## src/rtl/scmi_doorbell_ctrl_if.sv

```systemverilog
// Register port of the SCMI doorbell controller: single-cycle grant and
// a registered response one cycle after every granted request.
interface scmi_doorbell_ctrl_if #(
  parameter int ADDR_WIDTH = 12
);
  logic                  req_i;
  logic                  we_i;
  logic [ADDR_WIDTH-1:0] addr_i;
  logic [31:0]           wdata_i;
  logic                  gnt_o;
  logic                  rvalid_o;
  logic [31:0]           rdata_o;
  logic                  err_o;

  modport master (
    output req_i, we_i, addr_i, wdata_i,
    input  gnt_o, rvalid_o, rdata_o, err_o
  );

  modport slave (
    input  req_i, we_i, addr_i, wdata_i,
    output gnt_o, rvalid_o, rdata_o, err_o
  );
endinterface

```

## src/rtl/scmi_doorbell_ctrl.sv

```systemverilog
// Multi-channel SCMI doorbell controller.
// Each channel runs a channel-status FSM rung by register writes or by
// rising edges on db_i, and raises a callee interrupt and a caller
// completion pulse.
//
// state   | meaning
// --------+------------------------------------------------------------
// IDLE    | channel free, caller may ring
// PENDING | doorbell rung, waiting for the callee to acknowledge
// SERVICE | callee acknowledged, message being processed
//
// Channel c lives at byte offset c*16: +0 STATUS, +4 FLAGS, +8 RING, +C CTRL.
module scmi_doorbell_ctrl #(
  parameter int NUM_CHANNELS = 8,
  parameter int ADDR_WIDTH   = 12,
  parameter bit IRQ_PULSE    = 1'b0,
  parameter int CNT_WIDTH    = 8
) (
  input  logic                    clk_i,
  input  logic                    rst_ni,
  scmi_doorbell_ctrl_if.slave     bus,
  input  logic [NUM_CHANNELS-1:0] db_i,
  output logic [NUM_CHANNELS-1:0] irq_o,
  output logic [NUM_CHANNELS-1:0] done_o
);

  localparam int CH_W = ADDR_WIDTH - 4;

  typedef enum logic [1:0] {
    ST_IDLE    = 2'd0,
    ST_PENDING = 2'd1,
    ST_SERVICE = 2'd2
  } state_e;

  state_e                 state_q [NUM_CHANNELS];
  state_e                 state_d [NUM_CHANNELS];
  state_e                 base_st [NUM_CHANNELS];
  logic [CNT_WIDTH-1:0]   cnt_q   [NUM_CHANNELS];
  logic [CNT_WIDTH-1:0]   cnt_d   [NUM_CHANNELS];
  logic [NUM_CHANNELS-1:0] irq_en_q, irq_en_d;
  logic [NUM_CHANNELS-1:0] ovf_q, ovf_d;
  logic [NUM_CHANNELS-1:0] irq_q, irq_d;
  logic [NUM_CHANNELS-1:0] done_q, done_d;
  logic [NUM_CHANNELS-1:0] db_q, db_d;
  logic                    db_arm_q, db_arm_d;
  logic                    rvalid_q, rvalid_d;
  logic [31:0]             rdata_q, rdata_d;
  logic                    err_q, err_d;

  logic [CH_W-1:0]         ch_idx;
  logic [1:0]              reg_off;
  logic                    addr_hit;
  logic                    wr_en;
  logic [NUM_CHANNELS-1:0] sel_ch;
  logic [NUM_CHANNELS-1:0] wr_flags, ring_reg, ack_req, done_req, clr_req;
  logic [NUM_CHANNELS-1:0] db_rise, ring_evt, ring_ok, done_acc;
  logic                    unused_wdata;

  assign ch_idx   = bus.addr_i[ADDR_WIDTH-1:4];
  assign reg_off  = bus.addr_i[3:2];
  assign addr_hit = (bus.addr_i[1:0] == 2'b00) && (32'(ch_idx) < NUM_CHANNELS);
  assign wr_en    = bus.req_i & bus.we_i & addr_hit;
  assign unused_wdata = ^bus.wdata_i[31:3];

  // db_arm_q keeps a line held high across reset release from looking like an edge.
  assign db_rise  = db_i & ~db_q & {NUM_CHANNELS{db_arm_q}};
  assign db_d     = db_i;
  assign db_arm_d = 1'b1;

  assign bus.gnt_o    = bus.req_i;
  assign bus.rvalid_o = rvalid_q;
  assign bus.rdata_o  = rdata_q;
  assign bus.err_o    = err_q;
  assign irq_o        = irq_q;
  assign done_o       = done_q;

  // Per-channel write strobes decoded from the register port.
  always_comb begin
    sel_ch   = '0;
    wr_flags = '0;
    ring_reg = '0;
    ack_req  = '0;
    done_req = '0;
    clr_req  = '0;
    for (int c = 0; c < NUM_CHANNELS; c++) begin
      sel_ch[c]   = (ch_idx == CH_W'(c));
      wr_flags[c] = wr_en & sel_ch[c] & (reg_off == 2'd1);
      ring_reg[c] = wr_en & sel_ch[c] & (reg_off == 2'd2) & bus.wdata_i[0];
      ack_req[c]  = wr_en & sel_ch[c] & (reg_off == 2'd3) & bus.wdata_i[0];
      done_req[c] = wr_en & sel_ch[c] & (reg_off == 2'd3) & bus.wdata_i[1];
      clr_req[c]  = wr_en & sel_ch[c] & (reg_off == 2'd3) & bus.wdata_i[2];
    end
  end

  // Channel FSM next state, ring accounting and interrupt/completion outputs.
  // DONE is resolved first so a ring landing in the same cycle sees IDLE and
  // is accepted; a clear resets the counter before the same-cycle ring counts.
  always_comb begin
    irq_en_d = irq_en_q;
    ovf_d    = ovf_q;
    irq_d    = '0;
    done_d   = '0;
    ring_evt = '0;
    ring_ok  = '0;
    done_acc = '0;
    for (int c = 0; c < NUM_CHANNELS; c++) begin
      state_d[c] = state_q[c];
      base_st[c] = state_q[c];
      cnt_d[c]   = cnt_q[c];

      if (wr_flags[c]) irq_en_d[c] = bus.wdata_i[0];

      ring_evt[c] = ring_reg[c] | db_rise[c];
      done_acc[c] = done_req[c] && (state_q[c] != ST_IDLE);

      if (done_acc[c]) base_st[c] = ST_IDLE;
      else if (ack_req[c] && (state_q[c] == ST_PENDING)) base_st[c] = ST_SERVICE;

      ring_ok[c] = ring_evt[c] && (base_st[c] == ST_IDLE);
      state_d[c] = ring_ok[c] ? ST_PENDING : base_st[c];

      ovf_d[c] = (ovf_q[c] & ~clr_req[c]) | (ring_evt[c] & ~ring_ok[c]);

      cnt_d[c] = clr_req[c] ? '0 : cnt_q[c];
      if (ring_evt[c] && (cnt_d[c] != '1)) cnt_d[c] = cnt_d[c] + CNT_WIDTH'(1);

      done_d[c] = done_acc[c];
      if (IRQ_PULSE) irq_d[c] = ring_ok[c] & irq_en_d[c];
      else           irq_d[c] = (state_d[c] == ST_PENDING) & irq_en_d[c];
    end
  end

  // Read data and error response; reads see the state before any same-cycle write.
  always_comb begin
    rvalid_d = bus.req_i;
    rdata_d  = '0;
    err_d    = 1'b0;
    if (bus.req_i) begin
      if (!addr_hit) begin
        err_d = 1'b1;
      end else if (!bus.we_i) begin
        for (int c = 0; c < NUM_CHANNELS; c++) begin
          if (sel_ch[c]) begin
            case (reg_off)
              2'd0: begin
                rdata_d[0]               = (state_q[c] == ST_IDLE);
                rdata_d[1]               = ovf_q[c];
                rdata_d[3:2]             = state_q[c];
                rdata_d[8 +: CNT_WIDTH]  = cnt_q[c];
              end
              2'd1:    rdata_d[0] = irq_en_q[c];
              default: rdata_d    = '0;
            endcase
          end
        end
      end
    end
  end

  // All state registers, reset asynchronously.
  always_ff @(posedge clk_i or negedge rst_ni) begin
    if (!rst_ni) begin
      for (int c = 0; c < NUM_CHANNELS; c++) begin
        state_q[c] <= ST_IDLE;
        cnt_q[c]   <= '0;
      end
      irq_en_q <= '0;
      ovf_q    <= '0;
      irq_q    <= '0;
      done_q   <= '0;
      db_q     <= '0;
      db_arm_q <= 1'b0;
      rvalid_q <= 1'b0;
      rdata_q  <= '0;
      err_q    <= 1'b0;
    end else begin
      for (int c = 0; c < NUM_CHANNELS; c++) begin
        state_q[c] <= state_d[c];
        cnt_q[c]   <= cnt_d[c];
      end
      irq_en_q <= irq_en_d;
      ovf_q    <= ovf_d;
      irq_q    <= irq_d;
      done_q   <= done_d;
      db_q     <= db_d;
      db_arm_q <= db_arm_d;
      rvalid_q <= rvalid_d;
      rdata_q  <= rdata_d;
      err_q    <= err_d;
    end
  end

endmodule

```

## src/flat_wrapper.sv

```systemverilog
// flat-port wrapper written by rule: the top's interface ports become plain ports
module scmi_doorbell_ctrl_flat 
#(
  parameter int NUM_CHANNELS = 8,
  parameter int ADDR_WIDTH   = 12,
  parameter bit IRQ_PULSE    = 1'b0,
  parameter int CNT_WIDTH    = 8
)
  (clk_i, rst_ni, db_i, irq_o, done_o, bus_req_i, bus_we_i, bus_addr_i, bus_wdata_i, bus_gnt_o, bus_rvalid_o, bus_rdata_o, bus_err_o);
  scmi_doorbell_ctrl_if #(.ADDR_WIDTH(ADDR_WIDTH)) bus_i ();
  input  logic clk_i;
  input  logic rst_ni;
  input  logic [NUM_CHANNELS-1:0] db_i;
  output logic [NUM_CHANNELS-1:0] irq_o;
  output logic [NUM_CHANNELS-1:0] done_o;
  input wire logic [$bits(bus_i.req_i)-1:0] bus_req_i;
  input wire logic [$bits(bus_i.we_i)-1:0] bus_we_i;
  input wire logic [$bits(bus_i.addr_i)-1:0] bus_addr_i;
  input wire logic [$bits(bus_i.wdata_i)-1:0] bus_wdata_i;
  output wire logic [$bits(bus_i.gnt_o)-1:0] bus_gnt_o;
  output wire logic [$bits(bus_i.rvalid_o)-1:0] bus_rvalid_o;
  output wire logic [$bits(bus_i.rdata_o)-1:0] bus_rdata_o;
  output wire logic [$bits(bus_i.err_o)-1:0] bus_err_o;
  assign bus_i.req_i = bus_req_i;
  assign bus_i.we_i = bus_we_i;
  assign bus_i.addr_i = bus_addr_i;
  assign bus_i.wdata_i = bus_wdata_i;
  assign bus_gnt_o = bus_i.gnt_o;
  assign bus_rvalid_o = bus_i.rvalid_o;
  assign bus_rdata_o = bus_i.rdata_o;
  assign bus_err_o = bus_i.err_o;
  scmi_doorbell_ctrl #(.NUM_CHANNELS(NUM_CHANNELS), .ADDR_WIDTH(ADDR_WIDTH), .IRQ_PULSE(IRQ_PULSE), .CNT_WIDTH(CNT_WIDTH)) u_core (.clk_i(clk_i), .rst_ni(rst_ni), .bus(bus_i), .db_i(db_i), .irq_o(irq_o), .done_o(done_o));
endmodule
```

## config.mk

```make
export PLATFORM = sky130hd
export DESIGN_NAME = scmi_doorbell_ctrl_flat
export DESIGN_NICKNAME = d
export VERILOG_FILES = /design/src/rtl/scmi_doorbell_ctrl_if.sv /design/src/rtl/scmi_doorbell_ctrl.sv /design/src/flat_wrapper.sv
export SDC_FILE = /design/constraint.sdc
export NUM_CORES = 1
export LEC_CHECK = 0
export CORE_AREA = 8 8 129 131
export CTS_BUF_LIST = sky130_fd_sc_hd__clkbuf_8
export CTS_CLUSTER_DIAMETER = 60
export DETAILED_ROUTE_END_ITERATION = 7
export DIE_AREA = 0 0 137 139
export HOLD_SLACK_MARGIN = 0.15
export MAX_ROUTING_LAYER = met4
export PLACE_DENSITY = 0.91
export SETUP_SLACK_MARGIN = 0.3
export SLEW_MARGIN = 10
export SYNTH_ARGS = -nofsm -noshare
export SYNTH_HDL_FRONTEND = slang
export SYNTH_SLANG_ARGS = --single-unit
```

## constraint.sdc

```tcl
create_clock -name clk_i -period 2.4 [get_ports clk_i]
set_input_delay 0.36 -clock clk_i [delete_from_list [all_inputs] [get_ports clk_i]]
set_output_delay 0.36 -clock clk_i [all_outputs]
set_load 0.01 [all_outputs]
```

Word level (Yosys, flattened, before mapping):

Index checks and enable logic that the tools add are counted.

* flip-flop bits (word level): 155
* bits of input ports: 56
* output and inout port bits: 51
* word-level logic and storage cells: 355

* add/sub/neg operators: 8
* magnitude comparators: 1
* equality and inequality tests: 34
* muxes and demuxes: 101
* bitwise logic cells: 125
* reductions and logical operators: 61

Operators by type and width (count)
* 32-bit two-way mux: 13
* 8-bit two-way mux: 17
* 16-bit two-way mux: 7
* 8-bit one-hot mux with 2 select lines: 7
* 1-bit bitwise AND: 90
* 8-bit by 1-bit adder with 8-bit output, second input constant: 8
* 8-bit inequality test, second input constant: 8
* 2-bit two-way mux: 24
* 3-bit one-hot mux with 2 select lines: 7
* 2-bit logical NOT: 18
* 2-bit by 1-bit == test with 1-bit output, second input constant: 17
* 1-bit logical AND: 33
* 8-bit by 3-bit == test with 1-bit output, second input constant: 4
* 4-bit two-way mux: 7
* 8-bit bitwise AND: 2
* 8-bit by 2-bit == test with 1-bit output, second input constant: 2
* 1-bit inverter: 16
* 1-bit OR: 16
* 1-bit one-hot mux with 2 select lines: 8
* 2-bit nonzero test: 8
* 1-bit two-way mux: 10
* 8-bit by 1-bit == test with 1-bit output, second input constant: 1
* 8-bit logical NOT: 1
* 8-bit by 4-bit < comparator with 1-bit output, second input constant: 1
* 4 further kinds: 5

Depth between registers and ports, before layout:

* depth in word-level cells: 23
* depth in mapped cells: 13
* mapped depth without buffers: 11

Least setup slack after synthesis:

No wires, ideal clock.

* path kind: input to register
* start point: input port bus_addr_i[9]
* end point: register u_core.cnt_q[21] (netlist name)
* setup time: 0.078 ns
* data arrival time: 3.315 ns
* required time: 2.322 ns
* slack: -0.993 ns
* stages: 12
* path buffers: 3
* cell sequence: or4_4 > buf_6 > or4_4 > clkbuf_1 > and2_1 > ha_1 > and3_1 > and3_1 > and2_4 > buf_6 > or4_1 > a21boi_1

RTL lines
* from (decl): line flat_wrapper.sv:18 `input wire logic [$bits(bus_i.addr_i)-1:0] bus_addr_i;`
* to (signal, indexed assignment): line scmi_doorbell_ctrl.sv:179 `cnt_q[c] <= cnt_d[c];`
* to (decl): line scmi_doorbell_ctrl.sv:38 `logic [CNT_WIDTH-1:0] cnt_q [NUM_CHANNELS];`

==> metrics.txt <==
status finished, violations left; failing checks negative setup slack; Tmin final 2550 ps; NetSw 2770 uW; Die Area 19,000 um2; critical path class input port to flop; Comb pwr share 0.322; post-synth top area share 0.430; Die W 137 um; htree depth 4; vias in the first global route 8,586; CTS tree yes; Hold Path Class input port to flop; period utilization 1.06; Clock transition at path regs 90 ps; pre-CTS setup slack -938 ps; Fin. Hold Viols 0; DP HPWL 19.6 mm; final instance area 12,100 um2; Req. time, crit path 2770 ps; area delta synth->final 54.7%; Switching Fraction 0.364; Static Leak 0.00521 uW; Synth Instances 831; proportion of power drawn by the clock network 0.257; CORE AREA 14,800 um2; first-pass GRT wire length 44.8 mm; Avg Synthesized Cell Area 9.45 um2; nets 1,160; Critical R2R Launch u_core.cnt_q[0]; register area 3380 um2; Yosys Warn Count 0; R2R depth 7; Worst Tran Pin Value 581 ps; area of the multi-input gates 5460 um2; share of synthesized registers carrying an async set or reset 1.00; Fillers 781; Post-DRT Antenna Nets 0; register area share after synthesis 0.430; final non-filler cell total 1,297; r2r endpoint u_core.cnt_q[2]; Final Max Slew Viols 0; Reg power frac 0.421; die extent in y 139 um; Peak Freq 0.392 GHz; Setup TNS -1680 ps; Unique masters post-synth 71; clock skew 18.5 ps; Tot GR Track Use 0.309; Post-route DRC 0; Vias 8,925; Cell Rows 45; GP Congestion 1.04; wire per inst 25.6 um; VDD IR max 0.631 mV; placed cell count 1,216; worst setup margin -153 ps; critical path peak fanout 6; initial antenna violation count 0; FF-to-FF setup slack 340 ps; CTS Buf Count 17; DRT iter0 DRCs 1,273; Min-Delay Endpoint u_core.bus.rvalid_o; Via density 6.88; Ant. Diodes 0; Routed WL 33.1 mm; Mapped Area 7850 um2; Main synth FF type dfrtp_1; MaxCap Viol Count 0; Root Driver clkbuf_8; # IOs 107; CP endpoint kind flop; EDFF count, synth 0; worst skew pair latency 480 ps; fraction of layout cells with a size suffix above 1 0.427; GRT Residual Overflow 0; endpoints failing setup 22; largest net degree at the start of global routing 58; CTS max path bufs 2; Arr. time, crit path 2920 ps; I/O Buffers 57; DR pass1 iterations 8; Starting Density 0.532; crit path launch bus_addr_i[11]; internal cell power 4840 uW; flops & latches, synth 135; post-synth top area cell dfrtp_1; Rel. slew slack 0.608; Area contributors post-synth dfrtp_1 (43%), nor2_1 (3.1%), nand2_1 (3.0%); hold path depth 2; Pwr Total 7610 uW; Sink Count 135; power per cell area 627 nW/um2; worst hold start bus_req_i; unrepaired setup endpoints after global routing true; dpl cell area 10,100 um2; CP Launch Type input port
## registers in the layout, indices dropped and copies added, names as in the netlist, 8 cells and up
signal              count
u_core.cnt_q           64
u_core.db_q             8
u_core.bus.rdata_o     12
u_core.irq_o            8
u_core.irq_en_q         8
u_core.ovf_q            8
u_core.state_q         16
u_core.done_o           8
## Yosys cell counts (5+ instances only)
cell type,instances
a22o_1,18
and3_1,19
o2bb2ai_1,8
buf_1,7
nor3b_1,7
xnor2_1,17
inv_1,14
mux2i_1,14
dfrtp_1,135
nor2_1,64
xor2_1,12
o21ai_0,26
a31oi_1,21
or3_1,5
nand4_1,19
buf_4,21
nand2b_1,7
mux2_2,20
nand2_1,62
nor4_1,6
ha_1,8
or4_1,5
o31ai_1,7
a211oi_1,21
nor2b_1,15
o211ai_1,5
nand3_1,42
clkbuf_1,28
a21oi_1,32
nand3b_1,10
nor3_1,26
and2_1,22
a22oi_1,6
o21a_1,6
and4_1,8
## worst max-delay path, stage by stage
cell and delay [ps]:
buf_6 90, or4_4 560, buf_6 150, buf_6 110, nor2_4 150, buf_8 190, nand3_4 110, and2_4 200
ha_4 170, nand2_4 80, nor3b_2 50, a22oi_2 240, buf_4 160, mux2_4 290
## kinds of logic (layout without fill, tap and decap cells)
family,count (synthesis),count (layout),synth area share
AND/OR/NAND/NOR,346,346,0.242
adder cells (fa/ha/maj),8,8,0.0127
AO/OA/AOI/OAI,199,199,0.179
multiplexers,37,37,0.0551
other,2,21,0.000957
buffers and inverters,75,334,0.0483
XOR/XNOR,29,29,0.0324
flip-flops,135,135,0.430
## stage by stage
stage	util	hold slack (ps)
after detailed placement	0.683	368
after global routing	0.823	292
final	0.823	285
after floorplan	-	64.4
after global placement	0.683	364
after CTS	0.746	255
## what timing repair did
| item | 4_1_cts | 5_1_grt |
|---|---|---|
| cloned | 0 | 2 |
| hold buffers | 1 | 0 |
| endpoints found under the hold margin | 55 | 0 |
| gates resized for setup | 121 | 183 |
| setup endpoints to repair | 120 | 89 |
| pin swaps | 40 | 94 |
| buffers inserted | 20 | 26 |
## worst max path at each step
stage                     slack [ps]          endpoint
after global routing            -200  u_core.cnt_q[41]
after floorplan                 -720  u_core.cnt_q[21]
after CTS                       -150  u_core.cnt_q[22]
after global placement          -850  u_core.cnt_q[21]
final                           -150  u_core.cnt_q[41]
after detailed placement        -940  u_core.cnt_q[43]
## metal layers
metal	share of wire	track usage
met5	0	-
met4	0.074	0.185
met2	0.49	0.499
met3	0.098	0.0678
met1	0.34	0.342
## final cells by class
cell class                      instances  area share
Multi-Input combinational cell        640       0.450
Sequential cell                       135       0.278
Timing Repair Buffer                  288       0.216
Clock buffer                           19      0.0215
Tap cell                              188      0.0194
Clock inverter                         13      0.0109
Inverter                               14     0.00453
## power groups by stage
stage          Clock, uW  Sequential [uW]  Combinational (uW)
3_3_place_gp           0             3110                1600
3_5_place_dp           0             3130                1690
4_1_cts             1930             3100                1900
5_1_grt             2040             3210                2580
6_report            1950             3200                2450
2_1_floorplan          0             2950                1070
## cell usage in the layout (no fill, tap or decap), types with 15 or more instances in the layout
cell type / instances
buf_4: 175
nor2_1: 52
clkdlybuf4s50_1: 41
clkbuf_8: 19
a21oi_1: 20
and2_4: 17
nand3_1: 26
xnor2_1: 16
nor3_1: 16
nand4_1: 19
dfrtp_1: 135
nand2_1: 49
inv_1: 15
a22o_1: 17
buf_6: 46
conb_1: 21
a31oi_1: 16
a211oi_2: 15
Power figures use the tool's default switching activity.
